<file path="src/rtl/sar_pkg.sv">
`default_nettype none
// +--------------------------------------------------------------------------+
// | sar_pkg                                                                  |
// | Constants shared by the SAR conversion controller and its output stage.  |
// | Revision: 1.0                                                            |
// +--------------------------------------------------------------------------+
package sar_pkg;

   localparam int SAR_W         = 8;
   localparam int SAR_OUT_DEPTH = 8;
   localparam int SAR_AVG_LOG2  = 2;
   localparam int SAR_AVG_N     = 1 << SAR_AVG_LOG2;

endpackage
`default_nettype wire

</file>
<file path="src/rtl/sar_sync_fifo.sv">
`default_nettype none
// +--------------------------------------------------------------------------+
// | sar_sync_fifo                                                            |
// | Show-ahead synchronous FIFO with a registered head word.                 |
// | Revision: 1.0                                                            |
// +--------------------------------------------------------------------------+
module sar_sync_fifo #(
   parameter  int DEPTH = 8,
   parameter  int W     = 8,
   localparam int AW    = $clog2(DEPTH),
   localparam int LW    = $clog2(DEPTH + 1)
) (
   input  logic          clk,
   input  logic          rst,
   input  logic          i_push,
   input  logic [W-1:0]  i_push_data,
   input  logic          i_pop,
   output logic [W-1:0]  o_data,
   output logic [LW-1:0] o_level,
   output logic          o_full,
   output logic          o_empty
);

   logic [W-1:0]  r_mem [DEPTH];
   logic [AW:0]   r_wptr;
   logic [AW:0]   r_rptr;
   logic [LW-1:0] r_level;
   logic [W-1:0]  r_head;

   logic          w_full;
   logic          w_empty;
   logic          w_pop_ok;
   logic          w_push_ok;
   logic [AW:0]   w_rptr_nxt;
   logic [LW-1:0] w_level_nxt;
   logic [W-1:0]  w_head_nxt;

   assign w_full     = (r_wptr[AW-1:0] == r_rptr[AW-1:0]) && (r_wptr[AW] != r_rptr[AW]);
   assign w_empty    = (r_wptr == r_rptr);
   assign w_pop_ok   = i_pop & ~w_empty;
   assign w_push_ok  = i_push & (~w_full | w_pop_ok);
   assign w_rptr_nxt = r_rptr + {{AW{1'b0}}, w_pop_ok};

   always_comb begin
      w_level_nxt = r_level;
      if (w_push_ok && !w_pop_ok) begin
         w_level_nxt = r_level + LW'(1);
      end else if (w_pop_ok && !w_push_ok) begin
         w_level_nxt = r_level - LW'(1);
      end
   end

   // The word being written this cycle becomes the head when it lands in the
   // slot the read pointer moves to; otherwise the head comes from storage.
   always_comb begin
      w_head_nxt = r_mem[w_rptr_nxt[AW-1:0]];
      if (w_push_ok && (w_rptr_nxt[AW-1:0] == r_wptr[AW-1:0])) begin
         w_head_nxt = i_push_data;
      end
   end

   always_ff @(posedge clk) begin
      if (w_push_ok) begin
         r_mem[r_wptr[AW-1:0]] <= i_push_data;
      end
   end

   always_ff @(posedge clk) begin
      if (rst) begin
         r_wptr  <= '0;
         r_rptr  <= '0;
         r_level <= '0;
         r_head  <= '0;
      end else begin
         if (w_push_ok) begin
            r_wptr <= r_wptr + {{AW{1'b0}}, 1'b1};
         end
         r_rptr  <= w_rptr_nxt;
         r_level <= w_level_nxt;
         r_head  <= w_head_nxt;
      end
   end

   assign o_data  = r_head;
   assign o_level = r_level;
   assign o_full  = w_full;
   assign o_empty = w_empty;

endmodule
`default_nettype wire

</file>
<file path="src/rtl/sar_out_fifo.sv">
`default_nettype none
// +--------------------------------------------------------------------------+
// | sar_out_fifo                                                             |
// | Captures SAR codes on eoc rising edges into a FIFO with sticky overflow. |
// | Define SAR_OUT_AVG_EN to push the truncated mean of every 4 captures.    |
// | Revision: 1.0                                                            |
// +--------------------------------------------------------------------------+
module sar_out_fifo
   import sar_pkg::*;
#(
   parameter int DEPTH = SAR_OUT_DEPTH,
   parameter int W     = SAR_W
) (
   input  logic                         clk,
   input  logic                         rst,
   input  logic [W-1:0]                 sar_in,
   input  logic                         eoc,
   input  logic                         rd_ready,
   output logic                         rd_valid,
   output logic [W-1:0]                 rd_data,
   output logic [$clog2(DEPTH+1)-1:0]   level,
   output logic                         ovf,
   input  logic                         ovf_clr
);

   logic         r_eoc_d;
   logic         r_ovf;
   logic         w_cap;
   logic         w_push;
   logic [W-1:0] w_push_data;
   logic         w_full;
   logic         w_empty;
   logic         w_drop;

   assign w_cap = eoc & ~r_eoc_d;

   always_ff @(posedge clk) begin
      if (rst) begin
         r_eoc_d <= 1'b0;
      end else begin
         r_eoc_d <= eoc;
      end
   end

`ifdef SAR_OUT_AVG_EN
   logic [W+1:0] r_acc;
   logic [1:0]   r_cnt;
   logic [W+1:0] w_sum;
   logic         w_last;

   assign w_sum       = r_acc + {2'b00, sar_in};
   assign w_last      = (r_cnt == 2'(SAR_AVG_N - 1));
   assign w_push      = w_cap & w_last;
   assign w_push_data = W'(w_sum >> SAR_AVG_LOG2);

   always_ff @(posedge clk) begin
      if (rst) begin
         r_acc <= '0;
         r_cnt <= '0;
      end else if (w_cap) begin
         if (w_last) begin
            r_acc <= '0;
            r_cnt <= '0;
         end else begin
            r_acc <= w_sum;
            r_cnt <= r_cnt + 2'd1;
         end
      end
   end
`else
   assign w_push      = w_cap;
   assign w_push_data = sar_in;
`endif

   sar_sync_fifo #(
      .DEPTH (DEPTH),
      .W     (W)
   ) u_fifo (
      .clk         (clk),
      .rst         (rst),
      .i_push      (w_push),
      .i_push_data (w_push_data),
      .i_pop       (rd_ready),
      .o_data      (rd_data),
      .o_level     (level),
      .o_full      (w_full),
      .o_empty     (w_empty)
   );

   assign rd_valid = ~w_empty;

   // A pop in the same cycle frees a slot, so only a full FIFO without a pop drops.
   assign w_drop = w_push & w_full & ~(rd_ready & rd_valid);

   always_ff @(posedge clk) begin
      if (rst) begin
         r_ovf <= 1'b0;
      end else if (w_drop) begin
         r_ovf <= 1'b1;
      end else if (ovf_clr) begin
         r_ovf <= 1'b0;
      end
   end

   assign ovf = r_ovf;

endmodule
`default_nettype wire

</file>
<file path="config.mk">
export PLATFORM = sky130hd
export DESIGN_NAME = sar_out_fifo
export DESIGN_NICKNAME = d
export VERILOG_FILES = /design/src/rtl/sar_pkg.sv /design/src/rtl/sar_sync_fifo.sv /design/src/rtl/sar_out_fifo.sv
export SDC_FILE = /design/constraint.sdc
export NUM_CORES = 1
export LEC_CHECK = 0
export CORE_UTILIZATION = 32
export CTS_CLUSTER_DIAMETER = 200
export DETAILED_ROUTE_END_ITERATION = 6
export PLACE_DENSITY_LB_ADDON = 0.2
export SYNTH_ARGS = -nofsm -noshare
export SYNTH_HDL_FRONTEND = slang
export SYNTH_SLANG_ARGS = --single-unit
</file>
<file path="constraint.sdc">
create_clock -name clk -period 4.1 [get_ports clk]
set_input_delay 0.82 -clock clk [delete_from_list [all_inputs] [get_ports clk]]
set_output_delay 0.82 -clock clk [all_outputs]
set_load 0.01 [all_outputs]
</file>
==> key figures <==
Synthesis
  • Mapped Cells: 215
  • Cell variety after synth: 42
  • Syn_area_per_cell: 17.4 um^2
  • Mapped Area: 3750 um^2
  • Yosys warns: 0
  • #FFs+latches synth: 86
  • Sequential-to-total area share from yosys stat: 63.1%
  • Ys async rst share: 0%
  • Syn nets: 235
  • Post-synth EDFFs: 64
  • Ys flop type: edfxtp_1

Critical path
  • Kind of start point of the critical path: register
  • R2R depth: 9
  • R2R Path Start: u_fifo.r_wptr[0]$_SDFFE_PP0P_
  • WP data required: 4.27 ns
  • Worst Path Arrival: 3.49 ns
  • Crit-path max FO: 13
  • Worst reg-to-reg setup slack: 0.79 ns
  • Setup CP Type: register to register
  • R2R Path End: u_fifo.o_data[0]$_SDFF_PP0_
  • Crit. End Element: register

Clock tree
  • Setup Buffers After CTS: 0
  • Hold buffers post-CTS: 0
  • CTS tree: yes
  • # H-tree levels: 3
  • Clk slew on worst S/H paths: 0.06 ns
  • Clk_lat worst skew: 0.34 ns
  • Num CTS Buffers: 9
  • Sink Count: 86
  • Root Driver: clkbuf_16
  • CTS Buffer Depth: 2
  • CTS-repair resized insts: 0

Timing
  • Peak Freq: 302 MHz
  • Setup Skew: 0.00865 ns
  • Sum Neg Setup Slack: 0 ns
  • RSZ-0062 raised after global routing: no
  • Pins Over Slew Limit: 0
  • Worst-Margin Slew: 0.978 ns
  • Worst slew margin: 34.6%
  • Fin crit period: 3.31 ns
  • Final period util: 80.8%
  • Setup violators final: 0
  • Final Hold Viols: 0

Global route
  • Gr usage total: 13.0%
  • Global route overflow: 0
  • First-pass GRT wire length: 10900 um
  • Largest net degree at the start of global routing: 25
  • Number of global-route vias before repair: 1805
  • Antenna violations before repair: 0

Floorplanning
  • IO Pins: 27
  • Total Die Area: 12100 um^2
  • Die Ht: 110 um
  • Starting Density: 32.8%
  • Core Area: 11400 um^2
  • Core Rows: 39
  • Die W: 110 um

Final layout
  • Layout cells sized above 1: 19.3%
  • Nets@finish: 269
  • # diodes: 0
  • P&R area growth vs syn: 18.9%

Detailed routing
  • Drt first-iter violations: 55
  • Routed WL: 7120 um
  • Met1 wire length: 3480 um
  • Post-DRT Antenna Nets: 0
  • Drt pass-1 iters: 4
  • DR WL/cell: 17.9 um
  • Vias: 1891
  • DRC Markers: 0
  • Vias per inst: 4.76
  • Max layer used: met4
  • Routed length on met3: 282 um
  • Met2 WL: 3230 um

Hold path
  • WHS Path Cells: 2
  • Hold Path Sink: ovf$_SDFFE_PP0P_
  • Hold Crit Class: register to register
  • Hold_sp: ovf$_SDFFE_PP0P_

Power and ir drop
  • Design Power: 2.43 mW
  • Max VDD drop: 0.217 mV
  • Pwr Density: 546 nW/um^2
  • Lkg Pwr: 1.53 nW

Placed design
  • Final HPWL DP: 4580 um
  • Port Buffers: 26
  • RePlAce Congestion: 0.668

Run status
  • Status: finished clean

Flow run
  • Max cap viols: 0
==> registers in the layout, summed over array words and instances, names as in the netlist <==
signal	cells
ovf	1
u_fifo.r_mem	64
u_fifo.r_wptr	4
u_fifo.o_data	8
r_eoc_d	1
u_fifo.o_level	4
u_fifo.r_rptr	4
==> cells by family after synthesis <==
family,count (synthesis),share of synthesized area [%]
flip-flops,86,63.1
AND/OR/NAND/NOR,48,7.68
multiplexers,30,14.4
AO/OA/AOI/OAI,18,5.65
buffers and inverters,15,3.34
XOR/XNOR,11,3.37
adder cells (fa/ha/maj),7,2.54
==> metrics by stage <==
stage / util, % / hold WS [ns] / area (um^2) / cells / worst slack (ns)
3_3_place_gp: 36.4 / 0.503 / 4160 / 381 / 0.703
2_1_floorplan: - / 0.499 / 3750 / 215 / 1.08
3_5_place_dp: 36.4 / 0.483 / 4160 / 381 / 0.697
4_1_cts: 39.0 / 0.506 / 4460 / 397 / 0.740
5_1_grt: 39.0 / 0.556 / 4460 / 397 / 0.532
6_report: 39.0 / 0.500 / 4460 / 397 / 0.787
==> critical path, cell delays in order, from the launching register on <==
cell      delay [ns]
dfxtp_1         0.60
xor2_1          0.17
nor3_4          0.33
nand2_1         0.15
and2_1          0.19
ha_1            0.65
buf_12          0.22
mux4_1          0.55
mux2i_1         0.20
a221oi_2        0.09
==> how the worst max path moves through the flow <==
| stage | start | end | slack (ns) | depth (start not counted) |
|---|---|---|---|---|
| 6_report | u_fifo.r_wptr[0]$_SDFFE_PP0P_ | u_fifo.o_data[0]$_SDFF_PP0_ | 0.79 | 9 |
| 5_1_grt | u_fifo.r_wptr[0]$_SDFFE_PP0P_ | u_fifo.o_data[0]$_SDFF_PP0_ | 0.53 | 9 |
| 4_1_cts | u_fifo.r_wptr[0]$_SDFFE_PP0P_ | u_fifo.o_data[0]$_SDFF_PP0_ | 0.74 | 9 |
| 3_5_place_dp | rd_ready | u_fifo.o_data[0]$_SDFF_PP0_ | 0.70 | 7 |
| 3_3_place_gp | rd_ready | u_fifo.o_data[3]$_SDFF_PP0_ | 0.70 | 7 |
| 2_1_floorplan | eoc | u_fifo.o_level[3]$_SDFFE_PP0P_ | 1.08 | 10 |
==> routing by layer <==
layer | GRT usage, % | vias up
met5 | 0 | -
met1 | 18.1 | 937
met2 | 19.0 | 32
li1 | - | 912
met4 | 5.92 | 0
met3 | 3.47 | 10
==> Yosys cell counts, drive strengths merged (2+ instances only) <==
master | count | area (um^2)
mux2i | 11 | 110
buf | 7 | 75.1
inv | 3 | 11.3
nor2 | 21 | 86.3
nand3 | 3 | 27.5
xnor2 | 4 | 42.6
edfxtp | 64 | 1920
nand2 | 3 | 11.3
nand2b | 2 | 12.5
xor2 | 6 | 60.1
mux4 | 16 | 394
and4b | 3 | 30.0
mux2 | 3 | 33.8
dfxtp | 22 | 440
a221oi | 8 | 120
a21oi | 4 | 31.3
a211o | 3 | 35.0
nor2b | 8 | 50.1
ha | 6 | 75.1
clkbuf | 5 | 38.8
==> power by group <==
group          internal [mW]  switching, mW  leakage, nW
clock network          0.473          0.339        0.143
registers              0.990         0.0341        0.761
logic                  0.319          0.279        0.629
==> placed cells by master, fill, tap and decap left out, types with 2 or more instances in the layout <==
master,netlist,final
nand2b_1,2,2
nor2b_1,8,8
ha_1,6,6
nand3_1,2,2
xor2_1,5,5
mux2_1,3,3
nor2_1,20,20
inv_1,3,3
mux4_1,9,9
a211o_1,2,2
mux4_2,7,7
and4b_1,3,3
dfxtp_1,22,22
a21oi_1,3,3
clkbuf_16,0,9
clkdlybuf4s50_1,0,26
buf_4,1,8
edfxtp_1,64,64
mux2i_1,11,11
clkinv_4,0,2
xnor2_1,3,3
a221oi_2,8,8
nand2_1,3,3
==> area by class of cell <==
class	instances	area, um^2
clock buffers	9	225
multi-input cells	114	1260
inverters	3	11.3
well taps	143	179
flip-flops and latches	86	2360
repair buffers	35	340
fillers	1079	6960
clock inverters	7	72.6
Note: power is estimated with default switching activity, not from simulation.
==> patch 1: new RTL, same settings <==
`SAR_OUT_DEPTH`: 8 -> 32.
--- a/src/rtl/sar_pkg.sv
+++ b/src/rtl/sar_pkg.sv
@@ -7,7 +7,7 @@
 package sar_pkg;
 
    localparam int SAR_W         = 8;
-   localparam int SAR_OUT_DEPTH = 8;
+   localparam int SAR_OUT_DEPTH = 32;
    localparam int SAR_AVG_LOG2  = 2;
    localparam int SAR_AVG_N     = 1 << SAR_AVG_LOG2;
 
Interface: changed (resized level); port bits go from 27 to 29. The function was not compared with the original's and may differ.
==> patch 1 against the unedited design <==
  * Count of clock-buffer cells in the layout increased by 30
  * Cell count rose to 2.9 times the old value
  * Sequential cell count grew 198
  * Cell area grew to 3.1 times the old value
  * Worst setup slack lost 0.25 ns
  * Die area rose to 3.0 times the old value
  * Wire length grew to 3.7 times the old value
  * Total power rose to 3.0 times the old value
  * Synthesized area grew to 3.1 times the old value
  * Critical path depth increased by 2
  * Critical endpoint is now u_fifo.o_data[2]
==> patch 1: results (changes against the unedited design) <==
| Metric | Value |
|---|---|
| First-pass GRT wire length | `38700 um (+260%)` |
| Wire per inst | `22.8 um (+27%)` |
| Min Hold Slack | `0.475 ns (-0.0252 ns)` |
| All-layer global routing usage | `14.5% (+1.5 points)` |
| Critical Path Start | `u_fifo.r_rptr[2]` |
| Dpl ws | `0.311 ns (-0.387 ns)` |
| Hpwl dp | `16600 um (+260%)` |
| Outcome | `finished clean` |
| Inst Count DP | `1084 (+180%)` |
| Pin count of the biggest net entering global routing | `34 (+36%)` |
| Setup WS post-layout | `0.533 ns (-0.254 ns)` |
| Max VDD drop | `0.000384 V (+77%)` |
| Top post-synthesis cells by area | `edfxtp_1 (66%), mux4_2 (8.4%), mux4_1 (7.9%), dfxtp_1 (4.8%), nor2_1 (2.1%)` |
| Routability cong. | `0.775 (+16%)` |
| Register area share after synthesis | `71.2% (+8.1 points)` |
| Commonest cells in the synthesized netlist | `edfxtp_1 (256), nor2_1 (64), mux4_2 (43)` |
| H-tree depth | `1 (-2)` |
| Sw Share | `24.7% (-2.1 points)` |
| First-iteration detailed-routing DRC count | `445 (+710%)` |
| Net Count, Synth | `590 (+150%)` |
| Clock Latency Late Sink | `0.56 ns (+0.22 ns)` |
| Number of synthesized flops with an enable pin | `256 (+300%)` |
| Vias in the first global route | `5792 (+220%)` |
| Yosys cell types | `41 (-2.4%)` |
| Skew final | `0.0323 ns (+0.0236 ns)` |
| Critical Path AT | `3.94 ns (+0.45 ns)` |
-- patch 1: routing by layer --
layer	routed length, um	vias up	share of wire [%]	track usage (%)
met4	471	0	1.8	3.73
li1	-	2483	-	-
met5	0	-	0	0
met1	12100	2960	46	20.6
met3	793	33	3.0	1.71
met2	12700	96	49	23.8
-- patch 1: critical path, stage by stage (launching register included) --
cell and delay (ns):
dfxtp_1 0.52, xnor2_1 0.16, nand3_1 0.13, nor2_1 0.16, nand2_1 0.08, and2_1 0.21, ha_4 0.32, buf_12 0.25
mux4_1 0.64, mux4_1 0.60, mux2i_1 0.19, a211oi_2 0.08
-- patch 1: cells by family (layout without fill, tap and decap cells) --
group / count (synthesis) / in the layout / synth area share, %
AOI/OAI and AO/OA: 22 / 22 / 1.64
DFF: 284 / 284 / 71.2
muxes: 93 / 93 / 17.6
and+or+nand+nor: 99 / 99 / 3.85
xor gates and xnor gates: 25 / 25 / 2.28
adders and majority gates: 12 / 12 / 1.36
buffers and inverters: 30 / 143 / 2.09
-- patch 1: worst paths after layout --
check	cells after the start	end
worst max-delay path	11	u_fifo.o_data[2]
worst min register to register	2	ovf
worst max register to register	11	u_fifo.o_data[2]
worst min-delay path	2	ovf
-- patch 1: layout make-up --
class,count,area [sq um]
inverters,4,15.0
clock inverters,16,163
fillers,3198,21900
flip-flops and latches,284,8250
repair buffers,84,751
clock buffers,39,815
well taps,461,577
multi-input cells,251,3110
-- patch 1: through the flow --
stage	power, W	cell area, sq um	utilization [%]
after floorplan	0.00437	11600	-
after global placement	0.00483	12700	35.7
after detailed placement	0.00485	12700	35.7
after CTS	0.00751	13700	38.5
after global routing	0.00770	13700	38.5
final	0.00742	13700	38.5
-- patch 1: power groups by stage --
stage               clock, W  combinational [W]  sequential [W]
finish               0.00266            0.00148         0.00328
global route         0.00282            0.00160         0.00329
CTS                  0.00271            0.00152         0.00328
detailed placement         0            0.00151         0.00334
global placement           0            0.00149         0.00334
floorplan                  0            0.00104         0.00334
==> patch 2: new RTL, config.mk and constraints unchanged <==
Made on the original files. Put one more register stage on the output `ovf`. The value now appears one clock later. The other outputs are not delayed to match.
--- a/src/rtl/sar_out_fifo.sv
+++ b/src/rtl/sar_out_fifo.sv
@@ -102,7 +102,9 @@
       end
    end
 
-   assign ovf = r_ovf;
+   always_ff @(posedge clk) begin
+      ovf <= r_ovf;
+   end
 
 endmodule
 `default_nettype wire
Check against the original RTL: same outputs for any inputs over 10 cycles, from zero or initial values and one cycle with rst high; that may be too few to reach the edited logic, so the function may still have changed.
==> patch 2 against the unedited design <==
  * Hold slack got worse by 0.14 ns
  * Combinational power barely moved
  * Worst setup slack improved by 0.032 ns
  * Sequential cell count rose by 1
  * Total power increased by 0.34%
  * Via count up 1.7%
  * Synthesized area rose by 0.53%
  * Wire length is 0.80% higher
  * Cell area about the same
  * Critical path type unchanged
  * Critical endpoint unchanged
  * Highest routed layer unchanged
==> patch 2: results (changes against the unedited design) <==
| Metric | Value |
|---|---|
| Hpwl dp | `4550 um (-0.84%)` |
| Pin count of the biggest net entering global routing | `24 (-4.0%)` |
| Initial antenna violation count | `0 (unchanged)` |
| Post-synthesis mux area share | `14.3% (-0.076 points)` |
| Worst slew pin tran | `0.940 ns (-0.0380 ns)` |
| Skew final | `0.00705 ns (-0.00160 ns)` |
| Post-CTS sizing | `0 (unchanged)` |
| Number of synthesized flops with an enable pin | `64 (unchanged)` |
| Setup_tns | `0 ns (unchanged)` |
| Vias/cell | `4.86 (+1.9%)` |
| Root Driver | `clkbuf_16` |
| Sw power | `0.000648 W (-0.54%)` |
| HP Class | `flip-flop to flip-flop` |
| Synth Area in Adders | `2.52% (-0.013 points)` |
| All-layer global routing usage | `12.6% (-0.42 points)` |
| Top post-synthesis cells by area | `edfxtp_1 (51%), dfxtp_1 (12%), mux4_1 (6.3%), mux4_2 (4.2%), a221oi_2 (3.2%)` |
| Compound-Gate Fraction of Synth Area | `5.61% (-0.030 points)` |
| TritonCTS Buffers | `9 (unchanged)` |
| Input/output buffers | `26 (unchanged)` |
| Final net count | `268 (-0.37%)` |
| Register area share after synthesis | `63.3% (+0.20 points)` |
| Total wire length | `7180 um (+0.80%)` |
| H-tree depth | `3 (unchanged)` |
| Reg clk slew, reported paths | `0.07 ns` |
| Critical Path AT | `3.46 ns (-0.03 ns)` |
| # diodes | `0 (unchanged)` |
| Largest register FFs | `64 (unchanged)` |
| First-iteration detailed-routing DRC count | `53 (-3.6%)` |
| Max VDD drop | `0.000230 V (+5.9%)` |
| First-pass GRT wire length | `11200 um (+2.9%)` |
| Yosys cell types | `42 (unchanged)` |
| Commonest cells in the synthesized netlist | `edfxtp_1 (64), dfxtp_1 (23), nor2_1 (20)` |
| CTS max path bufs | `2 (unchanged)` |
| Routability cong. | `0.695 (+4.1%)` |
| Vias in the first global route | `1915 (+6.1%)` |
| Leak | `1.53 nW (about the same)` |
| Drt pass-1 iters | `6 (+2)` |
| Ys Warns | `0 (unchanged)` |
| Setup bufs post-CTS | `0 (unchanged)` |
| Outcome | `finished clean` |
| Crit-path slowest cell | `dfxtp_1` |
| Synth Area in XOR/XNOR | `3.36% (-0.018 points)` |
| Delay-heaviest family, CP | `multiplexers` |
| CP peak stage delay | `0.62 ns (-0.03 ns)` |
| Crit path max fanout | `13 (unchanged)` |
| Share of layout cells above drive strength 1 | `18.6% (-0.71 points)` |
| Dpl ws | `0.714 ns (+0.0168 ns)` |
| Net Count, Synth | `236 (+0.43%)` |
| Clock Latency Late Sink | `0.34 ns (about the same)` |
| Asr flop ratio synth | `0% (unchanged)` |
## patch 2: power by group through the flow
stage / combinational (W) / clock, W / sequential (W)
2_1_floorplan: 0.000407 / 0 / 0.00106
3_3_place_gp: 0.000607 / 0 / 0.00105
3_5_place_dp: 0.000613 / 0 / 0.00105
4_1_cts: 0.000615 / 0.000829 / 0.00104
5_1_grt: 0.000650 / 0.000866 / 0.00104
6_report: 0.000599 / 0.000810 / 0.00103
## patch 2: per-layer routing
layer / global-route usage [%] / vias up / wire length, um
met1: 16.5 / 973 / 3320
met5: 0 / - / 0
met2: 19.8 / 27 / 3560
met4: 5.07 / 0 / 113
met3: 3.24 / 10 / 180
li1: - / 913 / -
## patch 2: final timing paths
kind | depth (start not counted) | endpoint | slack, ns | start
max | 9 | u_fifo.o_data[0] | 0.82 | u_fifo.r_wptr[0]
min | 0 | ovf | 0.36 | r_ovf
max reg2reg | 9 | u_fifo.o_data[0] | 0.82 | u_fifo.r_wptr[0]
min reg2reg | 0 | ovf | 0.36 | r_ovf
## patch 2: logic make-up (layout without fill, tap and decap cells)
family	count (synthesis)	count (layout)
DFF	87	87
and+or+nand+nor	48	48
muxes	30	30
AOI/OAI and AO/OA	18	18
buffers and inverters	15	52
xor gates and xnor gates	11	11
adders and majority gates	7	7
## patch 2: final cells by class
class	instances	area (sq um)
Clock buffer	10	229
Clock inverter	6	66.3
Sequential cell	87	2380
Multi-Input combinational cell	114	1260
Fill cell	1073	7010
Timing Repair Buffer	33	325
Tap cell	143	179
Inverter	3	11.3
## patch 2: worst reg2reg max path, stage by stage, from the launching register on
cell and delay [ns]:
dfxtp_1 0.62, xor2_1 0.18, nor3_4 0.34, nand2_1 0.14, and2_1 0.19, ha_1 0.54, buf_12 0.22, mux4_1 0.57
mux2i_1 0.21, a221oi_2 0.10
## patch 2: through the flow
step           cell area (sq um)  instances  total power (W)  hold WS, ns
6_report                    4460        396          0.00244        0.359
5_1_grt                     4460        396          0.00256        0.367
4_1_cts                     4460        396          0.00248        0.359
3_5_place_dp                4160        380          0.00167        0.350
3_3_place_gp                4160        380          0.00166        0.341
2_1_floorplan               3770        216          0.00147        0.331
